## src/rtl/adaptive_threshold_if.sv

```systemverilog
// Sample, configuration and comparator result bundle for adaptive_threshold.
// master = ADC/config side, slave = the threshold detector.
interface adaptive_threshold_if #(
    parameter int ADC_WIDTH    = 12,
    parameter int PERIOD_WIDTH = 24
);
    logic [ADC_WIDTH-1:0]    adc_value;
    logic                    adc_value_change;
    logic                    mode_adaptive;
    logic [ADC_WIDTH-1:0]    fixed_threshold;
    logic [ADC_WIDTH-3:0]    hysteresis;
    logic                    pulse;
    logic                    pulse_rise;
    logic [ADC_WIDTH-1:0]    threshold;
    logic [ADC_WIDTH-1:0]    average;
    logic                    average_valid;
    logic [PERIOD_WIDTH-1:0] period;
    logic                    period_valid;

    modport master (
        output adc_value, adc_value_change, mode_adaptive, fixed_threshold, hysteresis,
        input  pulse, pulse_rise, threshold, average, average_valid, period, period_valid
    );

    modport slave (
        input  adc_value, adc_value_change, mode_adaptive, fixed_threshold, hysteresis,
        output pulse, pulse_rise, threshold, average, average_valid, period, period_valid
    );
endinterface

```

## src/rtl/adaptive_threshold.sv

```systemverilog
// Hysteresis edge detector on a toggle-strobed ADC stream with fixed or running-average threshold.
// Optional period counter between rising edges is enabled by defining PERIOD_MEASURE_EN.
//
// state   | meaning
// ST_ARM  | first clock after reset: capture toggle level, no event
// ST_RUN  | armed: a toggle mismatch is a new-sample event
module adaptive_threshold #(
    parameter int ADC_WIDTH       = 12,
    parameter int AVG_DEPTH_LOG2  = 5,
    parameter int SAMPLE_INTERVAL = 8191,
    parameter int PERIOD_WIDTH    = 24
) (
    input  logic               clk,
    input  logic               rst,
    adaptive_threshold_if.slave bus
);
    localparam int W     = ADC_WIDTH;
    localparam int N     = 2 ** AVG_DEPTH_LOG2;
    localparam int SUM_W = W + AVG_DEPTH_LOG2;
    localparam int IDX_W = (AVG_DEPTH_LOG2 > 0) ? AVG_DEPTH_LOG2 : 1;
    localparam int CNT_W = $clog2(SAMPLE_INTERVAL);

    typedef enum logic {ST_ARM, ST_RUN} state_t;

    state_t           state, state_nxt;
    logic             adc_event;
    logic             toggle_q;
    logic [W-1:0]     latched_q;
    logic             pulse_q, rise_q;
    logic [W-1:0]     threshold_q, average_q;
    logic             avg_valid_q;
    logic [W:0]       upper_sum, lower_diff;
    logic [W-1:0]     upper, lower;
    logic [CNT_W-1:0] cnt_q;
    logic             tick;
    logic [IDX_W-1:0] idx_q;
    logic [W-1:0]     sample_buf [N];
    logic [SUM_W-1:0] sum_q, next_sum;

    always_ff @(posedge clk or posedge rst) begin
        if (rst) state <= ST_ARM;
        else     state <= state_nxt;
    end

    always_comb begin
        state_nxt = state;
        adc_event = 1'b0;
        case (state)
            ST_ARM: state_nxt = ST_RUN;
            ST_RUN: adc_event = (bus.adc_value_change != toggle_q);
            default: state_nxt = ST_ARM;
        endcase
    end

    // Band edges are widened by one bit so they saturate instead of wrapping
    always_comb begin
        upper_sum  = {1'b0, threshold_q} + {3'b000, bus.hysteresis};
        lower_diff = {1'b0, threshold_q} - {3'b000, bus.hysteresis};
        upper      = upper_sum[W]  ? '1 : upper_sum[W-1:0];
        lower      = lower_diff[W] ? '0 : lower_diff[W-1:0];
    end

    always_ff @(posedge clk or posedge rst) begin
        if (rst) begin
            toggle_q  <= 1'b0;
            latched_q <= '0;
            pulse_q   <= 1'b0;
            rise_q    <= 1'b0;
        end else begin
            rise_q <= 1'b0;
            if (state == ST_ARM || adc_event)
                toggle_q <= bus.adc_value_change;
            if (adc_event) begin
                latched_q <= bus.adc_value;
                if (!pulse_q && bus.adc_value >= upper) begin
                    pulse_q <= 1'b1;
                    rise_q  <= 1'b1;
                end else if (pulse_q && bus.adc_value <= lower) begin
                    pulse_q <= 1'b0;
                end
            end
        end
    end

    assign tick     = (cnt_q == CNT_W'(SAMPLE_INTERVAL - 1));
    assign next_sum = sum_q + SUM_W'(latched_q) - SUM_W'(sample_buf[idx_q]);

    // latched_q is read before any same-cycle event updates it
    always_ff @(posedge clk or posedge rst) begin
        if (rst) begin
            cnt_q       <= '0;
            idx_q       <= '0;
            sum_q       <= '0;
            average_q   <= '0;
            avg_valid_q <= 1'b0;
            for (int i = 0; i < N; i++) sample_buf[i] <= '0;
        end else begin
            cnt_q <= tick ? '0 : cnt_q + 1'b1;
            if (tick) begin
                sample_buf[idx_q] <= latched_q;
                sum_q             <= next_sum;
                average_q         <= next_sum[SUM_W-1:AVG_DEPTH_LOG2];
                idx_q             <= (idx_q == IDX_W'(N - 1)) ? '0 : idx_q + 1'b1;
                if (idx_q == IDX_W'(N - 1)) avg_valid_q <= 1'b1;
            end
        end
    end

    always_ff @(posedge clk or posedge rst) begin
        if (rst) threshold_q <= {1'b1, {(W-1){1'b0}}};
        else     threshold_q <= (bus.mode_adaptive && avg_valid_q) ? average_q : bus.fixed_threshold;
    end

    assign bus.pulse         = pulse_q;
    assign bus.pulse_rise    = rise_q;
    assign bus.threshold     = threshold_q;
    assign bus.average       = average_q;
    assign bus.average_valid = avg_valid_q;

`ifdef PERIOD_MEASURE_EN
    logic [PERIOD_WIDTH-1:0] period_cnt_q, period_q;
    logic                    period_valid_q, rise_seen_q;

    // The first rise only starts the count; later rises report the elapsed clocks
    always_ff @(posedge clk or posedge rst) begin
        if (rst) begin
            period_cnt_q   <= '0;
            period_q       <= '0;
            period_valid_q <= 1'b0;
            rise_seen_q    <= 1'b0;
        end else begin
            period_valid_q <= 1'b0;
            if (rise_q) begin
                period_cnt_q <= PERIOD_WIDTH'(1);
                rise_seen_q  <= 1'b1;
                if (rise_seen_q) begin
                    period_q       <= period_cnt_q;
                    period_valid_q <= 1'b1;
                end
            end else if (period_cnt_q != '1) begin
                period_cnt_q <= period_cnt_q + 1'b1;
            end
        end
    end

    assign bus.period       = period_q;
    assign bus.period_valid = period_valid_q;
`else
    assign bus.period       = {PERIOD_WIDTH{1'b0}};
    assign bus.period_valid = 1'b0;
`endif
endmodule

```

## src/flat_wrapper.sv

```systemverilog
// flat-port wrapper written by rule: the top's interface ports become plain ports
module adaptive_threshold_flat 
#(
    parameter int ADC_WIDTH       = 12,
    parameter int AVG_DEPTH_LOG2  = 5,
    parameter int SAMPLE_INTERVAL = 8191,
    parameter int PERIOD_WIDTH    = 24
)
  (clk, rst, bus_adc_value, bus_adc_value_change, bus_mode_adaptive, bus_fixed_threshold, bus_hysteresis, bus_pulse, bus_pulse_rise, bus_threshold, bus_average, bus_average_valid, bus_period, bus_period_valid);
  adaptive_threshold_if #(.ADC_WIDTH(ADC_WIDTH), .PERIOD_WIDTH(PERIOD_WIDTH)) bus_i ();
  input  logic clk;
  input  logic rst;
  input wire logic [$bits(bus_i.adc_value)-1:0] bus_adc_value;
  input wire logic [$bits(bus_i.adc_value_change)-1:0] bus_adc_value_change;
  input wire logic [$bits(bus_i.mode_adaptive)-1:0] bus_mode_adaptive;
  input wire logic [$bits(bus_i.fixed_threshold)-1:0] bus_fixed_threshold;
  input wire logic [$bits(bus_i.hysteresis)-1:0] bus_hysteresis;
  output wire logic [$bits(bus_i.pulse)-1:0] bus_pulse;
  output wire logic [$bits(bus_i.pulse_rise)-1:0] bus_pulse_rise;
  output wire logic [$bits(bus_i.threshold)-1:0] bus_threshold;
  output wire logic [$bits(bus_i.average)-1:0] bus_average;
  output wire logic [$bits(bus_i.average_valid)-1:0] bus_average_valid;
  output wire logic [$bits(bus_i.period)-1:0] bus_period;
  output wire logic [$bits(bus_i.period_valid)-1:0] bus_period_valid;
  assign bus_i.adc_value = bus_adc_value;
  assign bus_i.adc_value_change = bus_adc_value_change;
  assign bus_i.mode_adaptive = bus_mode_adaptive;
  assign bus_i.fixed_threshold = bus_fixed_threshold;
  assign bus_i.hysteresis = bus_hysteresis;
  assign bus_pulse = bus_i.pulse;
  assign bus_pulse_rise = bus_i.pulse_rise;
  assign bus_threshold = bus_i.threshold;
  assign bus_average = bus_i.average;
  assign bus_average_valid = bus_i.average_valid;
  assign bus_period = bus_i.period;
  assign bus_period_valid = bus_i.period_valid;
  adaptive_threshold #(.ADC_WIDTH(ADC_WIDTH), .AVG_DEPTH_LOG2(AVG_DEPTH_LOG2), .SAMPLE_INTERVAL(SAMPLE_INTERVAL), .PERIOD_WIDTH(PERIOD_WIDTH)) u_core (.clk(clk), .rst(rst), .bus(bus_i));
endmodule
```

## config.mk

```make
export PLATFORM = sky130hd
export DESIGN_NAME = adaptive_threshold_flat
export DESIGN_NICKNAME = d
export VERILOG_FILES = /design/src/rtl/adaptive_threshold_if.sv /design/src/rtl/adaptive_threshold.sv /design/src/flat_wrapper.sv
export SDC_FILE = /design/constraint.sdc
export NUM_CORES = 1
export LEC_CHECK = 0
export ABC_AREA = 1
export BUFFER_PORTS_ARGS = -buffer_cell sky130_fd_sc_hd__buf_2
export CORE_MARGIN = 1.5
export CORE_UTILIZATION = 35
export DETAILED_ROUTE_END_ITERATION = 16
export GPL_ROUTABILITY_DRIVEN = 0
export PLACE_DENSITY = 0.56
export SYNTH_ARGS = -nofsm -noshare
export SYNTH_HDL_FRONTEND = slang
export SYNTH_SLANG_ARGS = --single-unit
```

## constraint.sdc

```tcl
create_clock -name clk -period 17.7 [get_ports clk]
set_input_delay 2.655 -clock clk [delete_from_list [all_inputs] [get_ports clk]]
set_output_delay 2.655 -clock clk [all_outputs]
set_load 0.05 [all_outputs]
```

* Word-level counts from Yosys, hierarchy flattened
Index checks and enable logic that the tools add are counted.
Operators by class: bitwise logic cells 2, reductions and logical operators 9, add/sub/neg operators 6, eq/ne operators 3, mux-type cells 16, order comparisons 4
Operators with widths (count):
- bitwise mux 384 bit | 1
- two-way mux 12 bit | 6
- binary-select mux 12 bit (select 5 bit) | 1
- demux 12 bit (select 5 bit) | 1
- adder 17 x 12 -> 17 bit | 1
- subtractor 17 x 12 -> 17 bit | 1
- adder 12 x 10 -> 13 bit | 1
- adder 13 x 1 -> 13 bit, second input constant | 1
- == test 13 bit, second input constant | 1
- two-way mux 13 bit | 1
- subtractor 12 x 10 -> 13 bit | 1
- >= comparator 12 bit | 1
- <= comparator 12 bit | 1
- >= comparator 6 bit, second input constant | 1
- less-than comparator 6 x 1 -> 1 bit, second input constant | 1
- NOT 5 -> 6 bit | 1
- adder 5 x 1 -> 5 bit, second input constant | 1
- == test 5 bit, second input constant | 1
- two-way mux 1 bit | 5
- two-way mux 5 bit | 1
- logical AND 1 bit | 4
- AND reduction 2 bit | 2
- nonzero test 2 bit | 1
- zero test 1 bit | 1
- 3 further kinds | 3
Word-level totals: word-level logic and storage cells 83, input bits 38, register bits 460

* Depth between registers and ports, before layout
Gate-level depths: netlist of the first run.
depth after elaboration 6, mapped depth 24

* Least setup slack after synthesis of the first run
OpenSTA, ideal clock, no wires.
path type in2reg, from input port bus_hysteresis[0], to register u_core.pulse_q (netlist: u_core.bus.pulse), data arrival time 5.011 ns, path buffers 1, slack 12.570 ns, cell stages on the path 18, data required time 17.581 ns, path through ha_1 -> fa_1 -> o21ai_0 -> nand2_1 -> nand3_1 -> nand2_1 -> nand3_1 -> buf_2 -> nand3_1 -> ha_1 -> nand2_1 -> nor2_1 -> and2_1 -> nand4_1 -> nand2_1 -> nand2_1 -> nand2_1 -> nand2_1
Between the ends: longest elaborated chain between the ends 6, elaborated cells on any way between the ends 11, classes of those cells add/sub: 2; order compare: 2; mux: 3; reduce/logical: 4
Ends and longest elaborated chain:
- from (decl) | line flat_wrapper.sv:17 | input wire logic [$bits(bus_i.hysteresis)-1:0] bus_hysteresis;
- subtractor 12 x 10 -> 13 bit / adder 12 x 10 -> 13 bit (equally long branches) | line adaptive_threshold.sv:58, adaptive_threshold.sv:57
- two-way mux 12 bit, on equally long branches | line adaptive_threshold.sv:60, adaptive_threshold.sv:59
- <= comparator 12 bit / >= comparator 12 bit (equally long branches) | line adaptive_threshold.sv:78, adaptive_threshold.sv:75
- logical AND 1 bit, on equally long branches | line adaptive_threshold.sv:78, adaptive_threshold.sv:75
- nonzero test 2 bit (no line)
- AND reduction 2 bit (no line)
- to (signal assigned) | line adaptive_threshold.sv:67 | pulse_q <= 1'b0;
- to (signal assigned) | line adaptive_threshold.sv:76 | pulse_q <= 1'b1;
- to (signal assigned) | line adaptive_threshold.sv:79 | pulse_q <= 1'b0;
- to (decl) | line adaptive_threshold.sv:29 | logic pulse_q, rise_q;
Parallel ways exist; a longest one is shown, timed or not. A chain may end at the register's enable or synchronous reset.

* Final worst setup path of the first run
from register u_core.idx_q[0], to register u_core.sum_q[8]
Between the ends: longest elaborated chain between the ends 5
Ends and longest elaborated chain:
- from (decl) | line adaptive_threshold.sv:36 | logic [IDX_W-1:0] idx_q;
- from (signal assigned) | line adaptive_threshold.sv:103 | idx_q <= (idx_q == IDX_W'(N - 1)) ? '0 : idx_q + 1'b1;
- NOT 5 -> 6 bit (not written as such) | line adaptive_threshold.sv:86 | assign next_sum = sum_q + SUM_W'(latched_q) - SUM_W'(sample_buf[idx_q]);
- binary-select mux 12 bit (select 5 bit) | line adaptive_threshold.sv:86
- two-way mux 12 bit (not written as such) (2 in a row) | line adaptive_threshold.sv:86
- subtractor 17 x 12 -> 17 bit | line adaptive_threshold.sv:86
- to (signal assigned) | line adaptive_threshold.sv:101 | sum_q <= next_sum;
- to (decl) | line adaptive_threshold.sv:38 | logic [SUM_W-1:0] sum_q, next_sum;
Every way passes these cells. The select of a mux whose other input is x is not followed.

==> flow_summary.yaml, run 1 <==
status:
  status: "completed"
clocking:
  clock_latency_ns: 0.61
  cts.sinks: 448
  clk_path_buf_depth: 3
  cts_setup_buffers: 0
  cts_tree: "yes"
  cts-resized-gates: 0
  cts.clk_slew.worst_paths_ns: 0.06
  root_buffer: "clkbuf_16"
  numCtsBuffers: 50
  hold_buffers: 0
  htree_levels: 2
sta:
  fmax_ghz: 0.191
  worst_pin_slew_ns: 1.12
  period_needed_ns: 5.24
  rsz0062_at_grt: "no"
  final_min_period_over_clock_period: 0.296
  finalClockSkew_ns: 0.0231
  setup_viol: 0
  relSlewSlack: 0.253
  slew_viol_final: 0
  hold_viol: 0
  final.setup.tns_ns: 0
critical_path:
  end_kind: "register"
  worstRegToRegCells: 20
  startpoint_type: "register"
  worstSetupPathType: "register to register"
  worstPathRequired_ns: 18.16
  worstPathArrival_ns: 5.70
  worstPathMaxFanout: 77
die:
  initial_core_util: 0.353
  fp-row-count: 94
  die_x_um: 260
  dieArea_sq_mm: 0.0677
  die_height_um: 260
  coreArea_sq_mm: 0.0656
  num_io_pins: 90
global_routing:
  antenna_found_initial: 0
  grt_pass1_vias: 17900
  overflow: 0
  track_usage: 0.199
  grt_pass1_wl_um: 106000
  grt_max_degree: 148
synthesis:
  yosys_register_bits: 448
  synthCells: 2953
  netlist_area_sq_mm: 0.0232
  seq_area_frac_synth: 0.484
  synth.distinct_cells: 44
  synth_area_per_cell_sq_um: 7.84
  ys.warnings.count: 0
hold_path:
  hold_class: "register to register"
  hold-path-cell-count: 2
route:
  drc: 0
  drt-total-wl_um: 66900
  vias: 19000
  drt_iter0_markers: 1476
  drt-pass1-iter-count: 5
  antenna_left: 0
  wl_per_cell_um: 17.6
  vias_per_cell: 5.00
cells_and_area:
  nNetsFinal: 3021
  finalNonFillerCells: 3803
  n_antenna_cell: 0
  synthToLayoutAreaGrowth_pct: 10.5
  drive_gt1_frac: 0.0793
placed_design:
  place.port_buffers: 64
  dp_cells: 3713
  dp.final_hpwl_um: 41300
run:
  drv_cap: 0
power:
  p_leak_nw: 12.5
  powerDensity_mw_per_mm2: 94.4
  peakVddDrop_mv: 0.103
[sequential cells by signal (all words and copies together), names as in the netlist]
signal	cells
u_core.bus.average_valid	1
u_core.bus.pulse	1
u_core.bus.pulse_rise	1
u_core.bus.threshold	12
u_core.cnt_q	13
u_core.idx_q	5
u_core.latched_q	12
u_core.sample_buf	384
u_core.state	1
u_core.sum_q	17
u_core.toggle_q	1
[synthesized netlist by cell type (all sizes together)]
library cell | count | area [sq um]
a21o | 1 | 7.51
a21oi | 41 | 205
a22oi | 1 | 7.51
a31oi | 2 | 12.5
and2 | 5 | 31.3
and3 | 1 | 6.26
buf | 89 | 583
clkbuf | 134 | 503
clkinv | 2 | 7.51
conb | 2 | 7.51
dfrtp | 447 | 11200
dfstp | 1 | 26.3
fa | 14 | 280
ha | 68 | 851
inv | 167 | 627
mux2 | 1 | 11.3
nand2 | 820 | 3110
nand3 | 48 | 258
nand3b | 7 | 52.6
nand4 | 15 | 93.8
nor2 | 348 | 1350
nor3 | 17 | 95.1
nor3b | 1 | 7.51
nor4 | 4 | 31.3
o21a | 2 | 15.0
o21ai | 633 | 3250
o21bai | 3 | 22.5
o22ai | 54 | 338
or2 | 12 | 75.1
xnor2 | 3 | 26.3
xor2 | 10 | 87.6
[layout make-up]
cell class / count / area (sq um)
Sequential cell: 448 / 11200
Tap cell: 864 / 1080
Clock inverter: 14 / 239
Multi-Input combinational cell: 2137 / 10300
Fill cell: 6920 / 40000
Clock buffer: 76 / 1510
Timing Repair Buffer: 95 / 566
Inverter: 169 / 648
[routing by layer]
metal | GRT usage | vias to the layer above | wire (um)
li1 | - | 9399 | -
met1 | 0.287 | 9134 | 32000
met2 | 0.310 | 361 | 30300
met3 | 0.0209 | 107 | 2500
met4 | 0.0674 | 0 | 2110
met5 | 0 | - | 0
[cells in the final DEF, fill, tap and decap left out, types with 15 or more instances in the layout]
master,count
clkbuf_8,16
buf_4,30
conb_1,26
inv_1,163
nand4_1,15
buf_2,64
nand3_1,46
nand2_1,816
o21ai_1,33
dfrtp_1,445
o21ai_0,577
ha_1,68
clkbuf_16,50
o21ai_2,23
o22ai_1,54
nor3_1,15
a21oi_1,41
nor2_1,343
[per-stage QoR]
| stage | instance area, sq um | hold WS (ns) | power, mW | utilization | setup slack, ns |
|---|---|---|---|---|---|
| floorplan | 23300 | 0.448 | 1.25 | - | 2.56 |
| global placement | 23800 | 0.459 | 1.33 | 0.363 | 12.03 |
| global route | 25600 | 0.494 | 2.51 | 0.390 | 12.12 |
| finish | 25600 | 0.475 | 2.41 | 0.390 | 12.46 |
| detailed placement | 23800 | 0.464 | 1.33 | 0.363 | 11.97 |
| CTS | 25600 | 0.479 | 2.44 | 0.390 | 12.50 |
[power breakdown]
group	switching [mW]	internal [mW]
clock	0.436	0.673
sequential	0.00448	1.03
combinational	0.200	0.0694
[cell families after synthesis]
group | Yosys count | share of synthesized area
mux | 1 | 0.000486
xor+xnor | 13 | 0.00492
compound gates | 737 | 0.167
buf+inv | 392 | 0.0743
flops | 448 | 0.484
simple gates | 1278 | 0.220
fa+ha+maj | 82 | 0.0488
other cells | 2 | 0.000324
[critical path: stages (launching register included)]
cell and delay (ns):
dfrtp_4 0.88, buf_4 0.83, buf_4 0.71, nor2_1 0.11
nor2_1 0.10, o21ai_0 0.09, o21ai_0 0.11, nand2_1 0.10
nand2_1 0.16, inv_1 0.09, nand4_1 0.17, fa_1 0.44
inv_1 0.07, ha_1 0.27, nand2_1 0.13, inv_1 0.05
a21oi_1 0.13, nand2_1 0.12, or2_2 0.29, nand3_1 0.06
o21ai_0 0.13
[path summary, 6_finish.rpt]
| path | startpoint | end | slack, ns |
|---|---|---|---|
| max in group asynchronous | rst | u_core.sample_buf[293] | 13.13 |
| worst max-delay path | u_core.idx_q[0] | u_core.sum_q[8] | 12.46 |
| worst min register to register | u_core.sample_buf[294] | u_core.sample_buf[294] | 0.48 |
| worst max register to register | u_core.idx_q[0] | u_core.sum_q[8] | 12.46 |
| worst min-delay path | u_core.sample_buf[294] | u_core.sample_buf[294] | 0.48 |
| min in group asynchronous | rst | u_core.sample_buf[56] | 2.22 |
No activity file was read; power rests on OpenSTA's default activity.
==> run 2: changes to the inputs <==
- clock period: 17.7 -> 5.15 ns (I/O delays scaled with it)
==> flow_summary.yaml, run 2 (synthesis results as in run 1) <==
hold_path:
  hold-path-cell-count: 1
  min-delay-start: "bus_adc_value_change"
  hold_class: "input port to register"
  hold_path_end: "u_core.toggle_q"
clocking:
  htree_levels: 2
  cts.clk_slew.worst_paths_ns: 0.06
  cts_setup_buffers: 0
  root_buffer: "clkbuf_16"
  clk_path_buf_depth: 3
  cts.sinks: 448
  clock_latency_ns: 0.60
  cts-resized-gates: 0
  numCtsBuffers: 51
  hold_buffers: 0
  cts_tree: "yes"
die:
  coreArea_sq_mm: 0.0656
  die_height_um: 260
  dieArea_sq_mm: 0.0677
  num_io_pins: 90
  die_x_um: 260
  fp-row-count: 94
  initial_core_util: 0.353
cells_and_area:
  biggestRegsByFlops: "u_core.sample_buf: 384 flops, u_core.sum_q: 17 flops, u_core.cnt_q: 13 flops"
  synthToLayoutAreaGrowth_pct: 10.8
  nNetsFinal: 3031
  drive_gt1_frac: 0.0813
  fin_util: 0.391
  largest_register_ffs: 384
  seq_area_sq_mm: 0.0112
  n_antenna_cell: 0
  final_common_cell: "nand2_1"
  final_cell_mix: "nand2_1, o21ai_0, dfrtp_1, nor2_1, inv_1"
  multi_input_area_sq_mm: 0.0103
  top_register: "u_core.sample_buf"
  n_fill_cell: 6907
route:
  drt-total-wl_um: 67800
  drt-pass1-iter-count: 6
  drt_iter0_markers: 1540
  top_layer: "met4"
  drt-met1-wl_um: 32300
  wl_per_cell_um: 17.8
  vias: 19100
  antenna_left: 0
  dr_wl_met2_um: 30400
  drc: 0
  wl_met3_um: 2960
  vias_per_cell: 5.00
critical_path:
  worstSetupPathType: "register to register"
  startpoint_type: "register"
  ff2ff_setup_slack_ns: 1.32
  worstPathArrival_ns: 4.31
  end_kind: "register"
  regToRegStartpoint: "u_core.idx_q[1]"
  worstRegToRegCells: 19
  worstPathMaxFanout: 40
  timing.rr.end: "u_core.sum_q[15]"
  worstPathRequired_ns: 5.63
sta:
  finalClockSkew_ns: 0.00886
  fmax_ghz: 0.261
  hold_viol: 0
  rsz0062_at_grt: "no"
  hold_slack_ns: 0.321
  final_min_period_over_clock_period: 0.744
  slew_viol_final: 0
  worst_pin_slew_ns: 1.10
  relSlewSlack: 0.267
  setup_viol: 0
  period_needed_ns: 3.83
global_routing:
  grt_pass1_wl_um: 107000
  grt_pass1_vias: 18100
  grt_max_degree: 117
  antenna_found_initial: 1
  overflow: 0
  track_usage: 0.201
power:
  peakVddDrop_mv: 0.203
  p_leak_nw: 12.5
  powerDensity_mw_per_mm2: 315
placed_design:
  place.port_buffers: 64
  dp.final_hpwl_um: 43000
run:
  drv_cap: 0
status:
  status: "completed"
run 2: changes by cell type in the layout (fill, tap and decap cells not counted), sizes merged:
cell,delta
clkinvlp,+3
inv,-2
clkbuf,+1
bufinv,-4
buf,+9
clkinv,+5
run 2: power by group:
group | switching [mW] | leakage (nW) | internal (mW)
Clock | 1.50 | 0.808 | 2.10
Sequential | 0.0163 | 6.19 | 3.55
Combinational | 0.694 | 5.53 | 0.242
Total | 2.21 | 12.5 | 5.88
run 2: worst max-delay path by stage:
stage,startpoint,to,slack (ns),cells after the start
finish,u_core.idx_q[1],u_core.sum_q[15],1.32,19
global route,u_core.idx_q[1],u_core.sum_q[6],1.07,20
CTS,u_core.idx_q[1],u_core.sum_q[15],1.31,19
detailed placement,bus_hysteresis[0],u_core.bus.pulse,1.30,16
global placement,bus_hysteresis[0],u_core.bus.pulse,1.24,15
floorplan,rst,u_core.bus.average_valid,-1.68,1
run 2: per-layer routing:
| layer | GRT usage | vias to the layer above |
|---|---|---|
| li1 | - | 9426 |
| met1 | 0.286 | 9166 |
| met2 | 0.314 | 376 |
| met3 | 0.0282 | 99 |
| met4 | 0.0641 | 0 |
| met5 | 0 | - |
run 2: per-stage QoR:
step	instance area (sq um)	TNS, ns	cells	worst slack [ns]	total power [mW]
after global placement	24000	0	3722	1.24	4.57
after floorplan	23300	-750.44	2977	-1.68	4.28
after global routing	25700	0	3815	1.07	8.43
final	25700	0	3815	1.32	8.09
after detailed placement	24000	0	3722	1.30	4.57
after CTS	25700	0	3815	1.31	8.18
run 2: final cells by class:
class                   count  share of cell area
multi-input cells        2137               0.402
clock buffers              77              0.0582
well taps                 864              0.0421
clock inverters            16             0.00556
inverters                 169              0.0251
repair buffers            104              0.0300
flip-flops and latches    448               0.437
run 2: worst max-delay path, cell delays in order (launching register included):
cell and delay, ns:
dfrtp_4 0.49, clkinv_2 0.27, buf_12 0.28, nor2_1 0.07, o21ai_0 0.08, nand2_1 0.13, nand2_1 0.13, nand2_1 0.07
nor2_1 0.21, nand4_1 0.17, fa_1 0.50, inv_1 0.04, ha_1 0.32, or2_2 0.34, nand3_1 0.11, nand2_1 0.14
nand2_1 0.12, nand3_1 0.08, nand3_1 0.10, nand2_1 0.06
==> run 3: changes to the inputs <==
- PLACE_DENSITY: 0.56 -> 0.58
- clock period: 5.15 -> 3.4 ns (I/O delays scaled with it)
==> flow_summary.yaml, run 3 (synthesis results as in run 1) <==
status:
  status: "finished, violations left"
  violations: "negative setup slack"
die:
  fp-row-count: 94
  num_io_pins: 90
  coreArea_sq_mm: 0.0656
  die_x_um: 260
  die_height_um: 260
  dieArea_sq_mm: 0.0677
  initial_core_util: 0.353
power:
  powerDensity_mw_per_mm2: 474
  peakVddDrop_mv: 0.349
  p_leak_nw: 13.6
placed_design:
  dpl-instance-area_sq_mm: 0.0251
  dpl_worst_slack_ns: -0.291
  dp.final_hpwl_um: 45500
  place.port_buffers: 64
critical_path:
  crit_start: "u_core.idx_q[0]"
  cpPeakStageDelay_ns: 0.56
  worstRegToRegCells: 18
  worstPathRequired_ns: 3.89
  startpoint_type: "register"
  end_kind: "register"
  timing.rr.end: "u_core.sum_q[6]"
  cpMostUsedCell: "nand2_2"
  crit_slowest_cell: "dfrtp_4"
  worstPathArrival_ns: 4.02
  regToRegStartpoint: "u_core.idx_q[0]"
  worstSetupPathType: "register to register"
  endpoint: "u_core.sum_q[6]"
  path_cells: "buf_12, buf_4, buf_12, o21ai_2, o22ai_1, nand2_1, nand2_2, nor2_4, nand2_2, fa_1, inv_1, ha_1, or2_4, nand3b_1, nand2_2, or2_2, nand3_1, o21ai_1"
  worstPathMaxFanout: 19
  ff2ff_setup_slack_ns: -0.13
cells_and_area:
  nNetsFinal: 3185
  final_common_cell: "nand2_1"
  top_register: "u_core.sample_buf"
  final_cell_mix: "nand2_1, o21ai_0, dfrtp_1, nor2_1, buf_4"
  biggestRegsByFlops: "u_core.sample_buf: 384 flops, u_core.sum_q: 17 flops, u_core.cnt_q: 13 flops"
  largest_register_ffs: 384
  design_area_sq_mm: 0.0280
  synthToLayoutAreaGrowth_pct: 20.7
  n_antenna_cell: 0
  drive_gt1_frac: 0.177
route:
  vias_per_cell: 5.00
  drt_iter0_markers: 1677
  antenna_left: 0
  drc: 0
  drt-pass1-iter-count: 5
  wl_per_cell_um: 17.6
  vias: 19800
  drt-total-wl_um: 69700
global_routing:
  track_usage: 0.207
  grt_pass1_vias: 18700
  grt_pass1_wl_um: 110000
  grt_max_degree: 136
  overflow: 0
  antenna_found_initial: 0
clocking:
  clock_latency_ns: 0.61
  cts.clk_slew.worst_paths_ns: 0.06
  htree_levels: 2
  numCtsBuffers: 49
  clk_path_buf_depth: 3
  cts.sinks: 448
  cts_tree: "yes"
  root_buffer: "clkbuf_16"
sta:
  relSlewSlack: 0.389
  fmax_ghz: 0.283
  final_min_period_over_clock_period: 1.04
  worst_pin_slew_ns: 0.908
  setup_ws_ns: -0.132
  period_needed_ns: 3.53
  slew_viol_final: 0
  setup_viol: 12
  rsz0062_at_grt: "yes"
  hold_viol: 0
  finalClockSkew_ns: 0.0163
hold_path:
  hold_class: "input port to register"
run:
  drv_cap: 0
==> run 3: power breakdown <==
part / internal, mW / total [mW] / switching (mW)
clock: 3.78 / 6.10 / 2.32
sequential: 5.37 / 5.39 / 0.0199
combinational: 0.569 / 1.77 / 1.20
total: 9.72 / 13.3 / 3.54
==> run 3: per-layer routing <==
metal	wire, um	track usage	vias up
met5	0	0	-
met4	2130	0.0620	0
met3	4070	0.0382	111
met2	31100	0.314	472
met1	32400	0.299	9503
li1	-	-	9756
==> run 3: through the flow <==
step / TNS (ns) / power [mW] / util / std cells / hold slack (ns)
6_report: -0.939 / 13.3 / 0.426 / 3970 / 0.0471
5_1_grt: -3.04 / 13.8 / 0.426 / 3970 / 0.0374
4_1_cts: -0.560 / 13.3 / 0.421 / 3964 / 0.0213
3_5_place_dp: -2.53 / 7.02 / 0.382 / 3849 / 0.462
3_3_place_gp: -2.35 / 7.01 / 0.382 / 3849 / 0.459
2_1_floorplan: -1416.84 / 6.48 / - / 2977 / 0.448
==> run 3: cell type report <==
cell class | instances | area, sq um
Fill cell | 6661 | 37700
Sequential cell | 448 | 11200
Multi-Input combinational cell | 2137 | 10900
Timing Repair Buffer | 260 | 2220
Clock buffer | 69 | 1430
Tap cell | 864 | 1080
Inverter | 169 | 653
Clock inverter | 23 | 425
==> run 3: how the worst min path moves through the flow <==
stage / from / endpoint / cells past startpoint
after CTS: bus_adc_value_change / u_core.toggle_q / 1
after floorplan: u_core.sample_buf[0] / u_core.sample_buf[0] / 2
after global routing: bus_adc_value_change / u_core.toggle_q / 1
final: bus_adc_value_change / u_core.toggle_q / 1
after detailed placement: u_core.sample_buf[242] / u_core.sample_buf[242] / 2
after global placement: u_core.sample_buf[145] / u_core.sample_buf[145] / 2
==> run 3: worst max-delay path, delay by kind of cell (launching register included) <==
family | cells | cell delay, ns
simple gates | 9 | 1.26
buf+inv | 4 | 0.51
compound gates | 3 | 0.26
flops | 1 | 0.56
fa+ha+maj | 2 | 0.79
==> run 3: what timing repair did <==
action                                 in CTS  in global routing
gates cloned                                3                  0
pin swaps                                  49                 75
buffers inserted                           19                  6
resized for setup                         157                122
setup endpoints to repair                  14                 16
endpoints found under the hold margin       7                  0
hold buffers                                1                  0
